[config.mk]
export PLATFORM = sky130hd
export DESIGN_NAME = alu_share_ctrl
export DESIGN_NICKNAME = d
export VERILOG_FILES = /design/src/rtl/alu_share_ctrl.sv
export SDC_FILE = /design/constraint.sdc
export NUM_CORES = 1
export LEC_CHECK = 0
export CAP_MARGIN = 15
export CORE_MARGIN = 4
export CORE_UTILIZATION = 40
export DETAILED_ROUTE_END_ITERATION = 8
export SKIP_LAST_GASP = 1
export SLEW_MARGIN = 20
export SYNTH_ARGS = -nofsm -noshare
export SYNTH_HDL_FRONTEND = slang
export SYNTH_SLANG_ARGS = --single-unit
export TNS_END_PERCENT = 100
[constraint.sdc]
create_clock -name clk_in -period 3.6 [get_ports clk_in]
set_clock_uncertainty 0.2 [all_clocks]
set_input_delay 0.54 -clock clk_in [delete_from_list [all_inputs] [get_ports clk_in]]
set_output_delay 0.54 -clock clk_in [all_outputs]
set_load 0.005 [all_outputs]
[src/rtl/alu_share_ctrl.sv]
// Shares one combinational ALU between two requesters. Grants are round-robin,
// one operation is in flight at a time, and each result returns with its requester ID.
module alu_share_ctrl #(
  parameter bit MASK_SHAMT = 1'b1
) (
  input  logic        clk_in,
  input  logic        rst_in,
  input  logic        req0_valid_in,
  input  logic [3:0]  req0_opcode_in,
  input  logic [31:0] req0_op_1_in,
  input  logic [31:0] req0_op_2_in,
  output logic        req0_ready_out,
  input  logic        req1_valid_in,
  input  logic [3:0]  req1_opcode_in,
  input  logic [31:0] req1_op_1_in,
  input  logic [31:0] req1_op_2_in,
  output logic        req1_ready_out,
  output logic        resp_valid_out,
  output logic        resp_id_out,
  output logic [31:0] resp_result_out,
  output logic        resp_err_out,
  input  logic        resp_ready_in,
  output logic        busy_out
);

  localparam logic [1:0] StIdle = 2'd0;
  localparam logic [1:0] StExec = 2'd1;
  localparam logic [1:0] StResp = 2'd2;

  logic [1:0]  state_q, state_d;
  logic        prio_q;
  logic [3:0]  opc_q;
  logic [31:0] op1_q, op2_q;
  logic        id_q;
  logic        resp_id_q, resp_err_q;
  logic [31:0] resp_result_q;

  logic        is_idle, grant0, grant1, acc0, acc1, accept;
  logic [3:0]  sel_opc;
  logic [31:0] sel_op1, sel_op2, sel_op2_m;
  logic [31:0] alu_y, result_norm;
  logic        legal;

  assign is_idle = (state_q == StIdle);
  // Lone requester wins outright; prio only breaks ties.
  assign grant0  = req0_valid_in & (~req1_valid_in | ~prio_q);
  assign grant1  = req1_valid_in & (~req0_valid_in | prio_q);
  assign req0_ready_out = is_idle & grant0;
  assign req1_ready_out = is_idle & grant1;
  assign acc0   = req0_valid_in & req0_ready_out;
  assign acc1   = req1_valid_in & req1_ready_out;
  assign accept = acc0 | acc1;

  assign sel_opc = acc1 ? req1_opcode_in : req0_opcode_in;
  assign sel_op1 = acc1 ? req1_op_1_in   : req0_op_1_in;
  assign sel_op2 = acc1 ? req1_op_2_in   : req0_op_2_in;

  always_comb begin
    sel_op2_m = sel_op2;
    if (MASK_SHAMT && (sel_opc == 4'b0001 || sel_opc == 4'b0101 || sel_opc == 4'b1101)) begin
      sel_op2_m = {27'd0, sel_op2[4:0]};
    end
  end

  // alu_unit: opcode is {funct7[5], funct3}
  always_comb begin
    alu_y = 32'd0;
    legal = 1'b1;
    case (opc_q)
      4'b0000: alu_y = op1_q + op2_q;
      4'b1000: alu_y = op1_q - op2_q;
      4'b0010: alu_y = {31'd0, $signed(op1_q) < $signed(op2_q)};
      4'b0011: alu_y = {31'd0, op1_q < op2_q};
      4'b0111: alu_y = op1_q & op2_q;
      4'b0110: alu_y = op1_q | op2_q;
      4'b0100: alu_y = op1_q ^ op2_q;
      4'b0001: alu_y = op1_q << op2_q;
      4'b0101: alu_y = op1_q >> op2_q;
      4'b1101: alu_y = $signed(op1_q) >>> op2_q;
      default: legal = 1'b0;
    endcase
  end

  always_comb begin
    result_norm = alu_y;
    if (!legal) begin
      result_norm = 32'd0;
    end else if (opc_q == 4'b0010 || opc_q == 4'b0011) begin
      result_norm = {31'd0, |alu_y};
    end
  end

  always_comb begin
    state_d = state_q;
    case (state_q)
      StIdle:  if (accept) state_d = StExec;
      StExec:  state_d = StResp;
      StResp:  if (resp_ready_in) state_d = StIdle;
      default: state_d = StIdle;
    endcase
  end

  always_ff @(posedge clk_in or posedge rst_in) begin
    if (rst_in) begin
      state_q       <= StIdle;
      prio_q        <= 1'b0;
      opc_q         <= 4'd0;
      op1_q         <= 32'd0;
      op2_q         <= 32'd0;
      id_q          <= 1'b0;
      resp_id_q     <= 1'b0;
      resp_result_q <= 32'd0;
      resp_err_q    <= 1'b0;
    end else begin
      state_q <= state_d;
      if (accept) begin
        opc_q  <= sel_opc;
        op1_q  <= sel_op1;
        op2_q  <= sel_op2_m;
        id_q   <= acc1;
        prio_q <= acc0;
      end
      if (state_q == StExec) begin
        resp_id_q     <= id_q;
        resp_result_q <= result_norm;
        resp_err_q    <= ~legal;
      end
    end
  end

  assign resp_valid_out  = (state_q == StResp);
  assign resp_id_out     = resp_id_q;
  assign resp_result_out = resp_result_q;
  assign resp_err_out    = resp_err_q;
  assign busy_out        = ~is_idle;

endmodule

==> results of run 1 <==
[layout by cell type (no fill, tap or decap), types with 15 or more instances in the layout]
master,count
buf_4,269
nand2_1,235
nor2_1,196
clkdlybuf4s50_1,178
a21oi_1,154
inv_1,101
dfrtp_1,99
ha_1,96
mux2i_1,83
o21ai_0,82
a31oi_1,63
nor3_1,62
mux4_2,51
o22ai_1,34
nand3_1,30
o31ai_1,22
a221oi_1,22
nand2b_1,21
nor4_1,21
a211oi_1,21
o211ai_1,21
o21ai_1,16
a21o_1,15
o2111ai_1,15
[report_power, final]
group | switching [mW] | total (mW) | internal [mW]
combinational | 11.1 | 18.1 | 6.99
sequential | 0.620 | 2.34 | 1.72
clock | 0.578 | 1.14 | 0.559
total | 12.3 | 21.6 | 9.27
[metrics by stage]
step	power (mW)	area (um^2)	hold slack (ns)	TNS [ns]	setup WS (ns)
after global routing	22.6	18700	0.316	-0.0694	-0.0694
after floorplan	12.7	14500	0.271	0	0.000995
after detailed placement	19.6	18300	0.274	0	0.0846
after CTS	20.8	18600	0.294	0	0.0457
final	21.6	18700	0.287	0	0.0360
after global placement	19.6	18300	0.264	-0.00183	-0.00183
[flip-flops by register name, summed over array words and instances (netlist names)]
register,count
opc_q,4
op1_q,32
resp_id_out,1
state_q,2
resp_err_out,1
id_q,1
resp_result_out,32
prio_q,1
op2_q,32
[worst paths after layout]
kind | startpoint | endpoint | depth (start not counted)
max | op2_q[0] | resp_result_out[22] | 11
min | resp_result_out[10] | resp_result_out[10] | 2
max reg2reg | op2_q[0] | resp_result_out[22] | 11
min reg2reg | resp_result_out[10] | resp_result_out[10] | 2
max in group asynchronous | rst_in | resp_result_out[4] | 3
min in group asynchronous | rst_in | op2_q[15] | 2
[layer usage]
metal / GRT usage [%] / wire length (um) / vias up
met3: 11.9 / 9460 / 172
met5: 0 / 12 / -
met1: 54.3 / 32600 / 8377
li1: - / - / 7609
met2: 55.9 / 32500 / 1147
met4: 12.8 / 3150 / 2
[worst max-delay path, delay by kind of cell, from the launching register on]
kind,cells,cell delay [ns]
AOI/OAI and AO/OA,5,1.26
buffers and inverters,3,0.67
muxes,1,0.54
DFF,1,0.44
and+or+nand+nor,2,0.30
[layout make-up]
type	instances	area, um^2
Fill cell	3489	17000
Multi-Input combinational cell	1518	10700
Timing Repair Buffer	456	3980
Sequential cell	106	2660
Tap cell	461	577
Inverter	107	404
Clock buffer	10	229
Clock inverter	6	83.8
[what timing repair did]
item                                    4_1_cts  5_1_grt
resized for setup                             0       18
endpoints found under the setup margin        0       14
setup buffers                                 0        1
hold endpoints to repair                      0        0
[logic make-up (layout without fill, tap and decap cells)]
kind of cell,Yosys count,count (layout),share of synthesized area [%]
xor gates and xnor gates,18,18,1.09
muxes,149,149,15.1
and+or+nand+nor,646,646,20.3
AOI/OAI and AO/OA,604,604,28.2
buffers and inverters,273,579,8.22
adders and majority gates,101,101,8.83
DFF,106,106,18.3
==> summary.md, run 1 <==
| Metric | Value |
|---|---|
| Count of flip-flops with a built-in enable after synthesis | `0` |
| Final core utilization | `52.4%` |
| Cell type contributing the most total cell area after synthesis | `dfrtp_1` |
| Cell Pwr Density | `1160 nW/um^2` |
| Dominant register cell in the synthesized netlist | `dfrtp_1` |
| Global-route usage over all layers | `38.5%` |
| Instance count after placement with tap cells included | `2647` |
| Final cycle utilization of the critical path | `99.0%` |
| Skew-Pair Late Insertion Delay | `about 0.41 ns` |
| CTS tree | `built` |
| Largest net degree at the start of global routing | `80` |
| Synthesized net count | `approximately 2100` |
| Global-route wire length before repair | `112000 um` |
| Number of buffers added by the clock tree synthesis step | `9` |
| Setup slack of the worst register-to-register path | `0.04 ns` |
| Cell with the most instances after synthesis | `nand2_1` |
| Largest fanout of any net on the critical path | `37` |
| Summed instance area of the synthesized netlist | `between 10000 and 15000 um^2` |
| Routed vias | `17307` |
| First-pass DRT Iterations | `6` |
| Worst IR drop on VDD | `0.000577 V` |
| Via count of the first global-routing pass | `16379` |
| Total leakage power | `about 7.9 nW` |
| CP Capture Type | `flop` |
| ANT nets after route | `0` |
| Clock-pin slew reported for the worst setup and hold paths after clock tree synthesis | `0.08 ns` |
| Final setup fails | `0` |
| Clock tree sinks | `around 110` |
| Critical path data required time | `between 3 and 4 ns` |
| # Max-Cap Violations | `0` |
| Async set or reset register ratio after synthesis | `100%` |
| Detailed placement HPWL | `62600 um` |
| Total wire length after detailed routing | `77700 um` |
| Number of inserted diodes | `0` |
| Count of mapped cells out of synthesis | `1897` |
| Antenna violations before repair | `3` |
| Initial Util | `between 40% and 50%` |
| Layout-stage area growth over the synthesis result | `28.9%` |
| Most prevalent standard cell on the critical path | `buf_12` |
| Core area | `35700 um^2` |
| Buffers added on ports | `~180` |
| Hold violation count in the final report | `0` |
| Final cell count without fillers | `2664` |
| Routed vias/inst | `between 6 and 7` |
| Number of H-tree levels | `3` |
| Die width | `198 um` |
| Critical-path cell with the highest stage delay | `mux4_2` |
| Y dimension of the die | `198 um` |
| Arrival @ worst endpoint | `3.64 ns` |
| Placement Rows | `69` |
| Max-slew headroom | `37.9%` |
| Post-synthesis sequential element count | `between 100 and 150` |
| Max incr delay on CP | `0.54 ns` |
| Detailed router's first-iteration violation count | `between 2000 and 3000` |
| Portion of the post-synthesis area used by sequential elements | `18.3%` |
| Synthesized area per cell | `7.63 um^2` |
| Post-synth top cells | `nand2_1 (235), nor2_1 (197), a21oi_1 (155), dfrtp_1 (106), inv_1 (103)` |
| Post-synth top area share | `18.3%` |
| Number of unique standard cell types used by synthesis | `100` |
| Critical path startpoint category | `flop` |
| Die footprint | `39300 um^2` |
| Wirelength per Cell | `29.2 um` |
| Max-slew violations | `0` |
| Residual DRC count | `0` |
| Shortest period the worst path allows | `3.56 ns` |
| Maximum clock path buffer count | `2` |
| Total global routing overflow | `0` |
| Worst-Margin Slew | `~0.93 ns` |
| Crit path kind | `flop to flop` |
| Placer's final routability congestion estimate | `1.06` |
| Cts hold-fix bufs | `0` |
| Outcome | `finished clean` |
| Cell Chain, Critical Path | `buf_12 > buf_12 > mux4_2 > nor2_1 > a21oi_1 > and2_1 > o21ai_1 > o2111ai_1 > a211oi_1 > buf_4 > o211ai_1` |
| Maximum operating frequency | `281 MHz` |
| Area contributors post-synth | `dfrtp_1 (18%), ha_1 (8.6%), mux4_2 (7.9%)` |
| Post-layout nets | `2440` |
| Number of warning messages in the yosys log | `0` |
| Share of final-layout standard cells stronger than drive strength 1 | `19.4%` |
| I/O pin total | `179` |
| Worst Hold Class | `flop to flop` |
| RSZ-0062 raised after global routing | `yes` |
| Clk root buf | `clkbuf_16` |
No activity file was read; power rests on OpenSTA's default activity.
==> run 2: changes to the inputs <==
--- a/config.mk
+++ b/config.mk
@@ -5,7 +5,7 @@
 export SDC_FILE = /design/constraint.sdc
 export NUM_CORES = 1
 export LEC_CHECK = 0
-export CAP_MARGIN = 15
+export CAP_MARGIN = 0
 export CORE_MARGIN = 4
 export CORE_UTILIZATION = 40
 export DETAILED_ROUTE_END_ITERATION = 8
==> results of run 2 <==
Same layout as run 1: the final DEF is identical, and so are final timing and power.
==> run 3: changes to the inputs <==
--- a/config.mk
+++ b/config.mk
@@ -9,6 +9,7 @@
 export CORE_MARGIN = 4
 export CORE_UTILIZATION = 40
 export DETAILED_ROUTE_END_ITERATION = 8
+export REMOVE_ABC_BUFFERS = 1
 export SKIP_LAST_GASP = 1
 export SLEW_MARGIN = 20
 export SYNTH_ARGS = -nofsm -noshare
==> run 3 against run 2 <==
  * Utilization is 1.3 points higher
  * Global-route usage decreased by 0.43 points
  * Combinational power about the same
  * Critical path depth rose by 2
  * Maximum frequency decreased by 0.52%
  * Non-clock buffer count up 47
  * Hold slack worse by 0.0062 ns
  * Die area unchanged
  * First-iteration DRC count down 8.6%
  * Sequential share of layout area down 0.36 points
  * Flip-flop and latch count unchanged
  * Largest cell class unchanged
==> summary.md, run 3 (same netlist as run 1, synthesis figures left out) <==
| Metric | Value |
|---|---|
| Clk root buf | `clkbuf_16` |
| Most common cell after layout, fill and taps aside | `buf_4` |
| Clock tree sinks | `106` |
| Critical path startpoint category | `flop` |
| Max-slew headroom | `27.4%` |
| Register share of total power | `approximately 11%` |
| Via count of the first global-routing pass | `16684` |
| Detailed router's first-iteration violation count | `2300` |
| Reg-to-reg startpoint | `op2_q[1]` |
| Die footprint | `between 30000 and 40000 um^2` |
| Total global routing overflow | `0` |
| Arrival @ worst endpoint | `3.65 ns` |
| Crit path kind | `flop to flop` |
| Layout-stage area growth over the synthesis result | `32.1%` |
| Routed vias | `17517` |
| Worst IR drop on VDD | `0.000496 V` |
| Proportion of power drawn by combinational gates | `83.7%` |
| Worst Hold Class | `flop to flop` |
| Buffers added on ports | `approximately 180` |
| Outcome | `finished clean` |
| Number of buffers added by the clock tree synthesis step | `9` |
| Final cycle utilization of the critical path | `around 100%` |
| Cell Chain, Critical Path | `clkinv_1 > buf_4 > buf_4 > buf_4 > mux2i_1 > nor2_1 > a21oi_1 > nor2_1 > nor3_1 > a21oi_1 > o21ai_0 > buf_4 > a31oi_1` |
| Global-route usage over all layers | `38.1%` |
| Wirelength per Cell | `roughly 28 um` |
| Skew-Pair Late Insertion Delay | `approximately 0.4 ns` |
| Final setup fails | `0` |
| Share of total power in the clock network | `5.3%` |
| Initial Util | `around 41%` |
| Most prevalent standard cell on the critical path | `buf_4` |
| Residual DRC count | `0` |
| Antenna violations before repair | `1` |
| Total wire length after detailed routing | `76700 um` |
| Final core utilization | `53.7%` |
| Path depth of the worst reg2reg path | `13` |
| Placement Rows | `69` |
| Number of inserted filler cells in the final layout | `3492` |
| Global-route wire length before repair | `112000 um` |
| Die width | `198 um` |
| Routed vias/inst | `6.46` |
| Worst hold path startpoint | `resp_result_out[6]` |
| Start point of the critical path | `op2_q[1]` |
| ANT nets after route | `0` |
| Placer's final routability congestion estimate | `between 1 and 1.5` |
| Share of final-layout standard cells stronger than drive strength 1 | `21.6%` |
| First-pass DRT Iterations | `5` |
| Clock-pin slew reported for the worst setup and hold paths after clock tree synthesis | `0.09 ns` |
| CTS tree | `built` |
| Net switching power | `12.2 mW` |
| Shortest period the worst path allows | `3.58 ns` |
| Detailed placement HPWL | `60000 um` |
| Largest net degree at the start of global routing | `57` |
| CP Capture Type | `flop` |
| Commonest non-fill, non-tap cells in the layout | `buf_4 (315), nand2_1 (235), nor2_1 (195)` |
| # Max-Cap Violations | `0` |
| Total leakage power | `approximately 8 nW` |
| Cell Pwr Density | `1130 nW/um^2` |
| Worst-Margin Slew | `1.09 ns` |
| Core area | `35700 um^2` |
| Y dimension of the die | `198 um` |
| Max-slew violations | `0` |
| Maximum operating frequency | `between 200 and 300 MHz` |
| Critical path data required time | `3.67 ns` |
| Post-layout nets | `2487` |
| Switching share of power | `56.0%` |
| Hold violation count in the final report | `0` |
| Final worst hold slack | `roughly 0.28 ns` |
| Maximum clock path buffer count | `2` |
| Critical-path cell with the highest stage delay | `o21ai_0` |
| Max incr delay on CP | `0.50 ns` |
| Number of H-tree levels | `3` |
| Largest fanout of any net on the critical path | `29` |
| Instance count along the most critical hold path | `1` |
| I/O pin total | `179` |
| Internal | `9.54 mW` |
[run 3: changes by cell type in the layout (fill, tap and decap cells not counted), moves of 3 or more]
cell and delta:
o21ai_1 -5, o21ai_0 +3, nor4_1 -3, buf_4 +46
[run 3: cell type report]
class                   instances  area, um^2  share of cell area (%)
diodes                          1        2.50                  0.0131
clock buffers                  10         229                    1.20
clock inverters                 5        80.1                   0.418
inverters                     107         405                    2.12
multi-input cells            1518       10800                    56.6
flip-flops and latches        106        2660                    13.9
well taps                     461         577                    3.01
repair buffers                503        4350                    22.7
[run 3: critical path, delay by kind of cell, from the launching register on]
family,cells,cell delay (ns)
mux,1,0.37
compound gates,4,0.79
buf+inv,5,1.19
flops,1,0.41
simple gates,3,0.45
[run 3: repair_timing]
item                                    in CTS  in global routing
endpoints found under the setup margin       4                 18
endpoints found under the hold margin        0                  0
gates cloned                                 0                  0
resized for setup                            2                 33
buffers inserted                             0                  1
pin swaps                                    0                  7
hold buffers                                 0                  0
[run 3: per-stage QoR]
step | area, um^2 | cells | power (mW) | setup slack, ns | setup TNS (ns)
floorplan | 13700 | 1731 | 12.3 | -3.02 | -185.68
global placement | 18600 | 2694 | 19.6 | -0.193 | -0.598
detailed placement | 18600 | 2694 | 19.6 | -0.139 | -0.211
CTS | 19000 | 2709 | 20.9 | 0.0168 | 0
global route | 19100 | 2710 | 22.9 | -0.0311 | -0.0493
finish | 19100 | 2711 | 21.7 | 0.0176 | 0
[run 3: power by group through the flow]
stage	sequential, mW	clock, mW	combinational [mW]
2_1_floorplan	2.88	0	9.40
3_3_place_gp	2.33	0	17.2
5_1_grt	2.42	1.20	19.2
6_report	2.37	1.15	18.2
4_1_cts	2.33	1.17	17.3
3_5_place_dp	2.35	0	17.3
[run 3: worst paths after layout]
path	end	slack (ns)
worst max-delay path	resp_result_out[14]	0.02
worst max register to register	resp_result_out[14]	0.02
worst min register to register	resp_result_out[6]	0.28
min in group asynchronous	op1_q[18]	0.42
worst min-delay path	resp_result_out[6]	0.28
max in group asynchronous	op2_q[29]	1.98
[run 3: layer usage]
layer	track usage, %	vias to the layer above	wire length [um]
met2	57.1	1102	32700
met5	0	-	0
li1	-	7685	-
met3	8.12	198	8010
met1	53.8	8532	32400
met4	14.5	0	3550
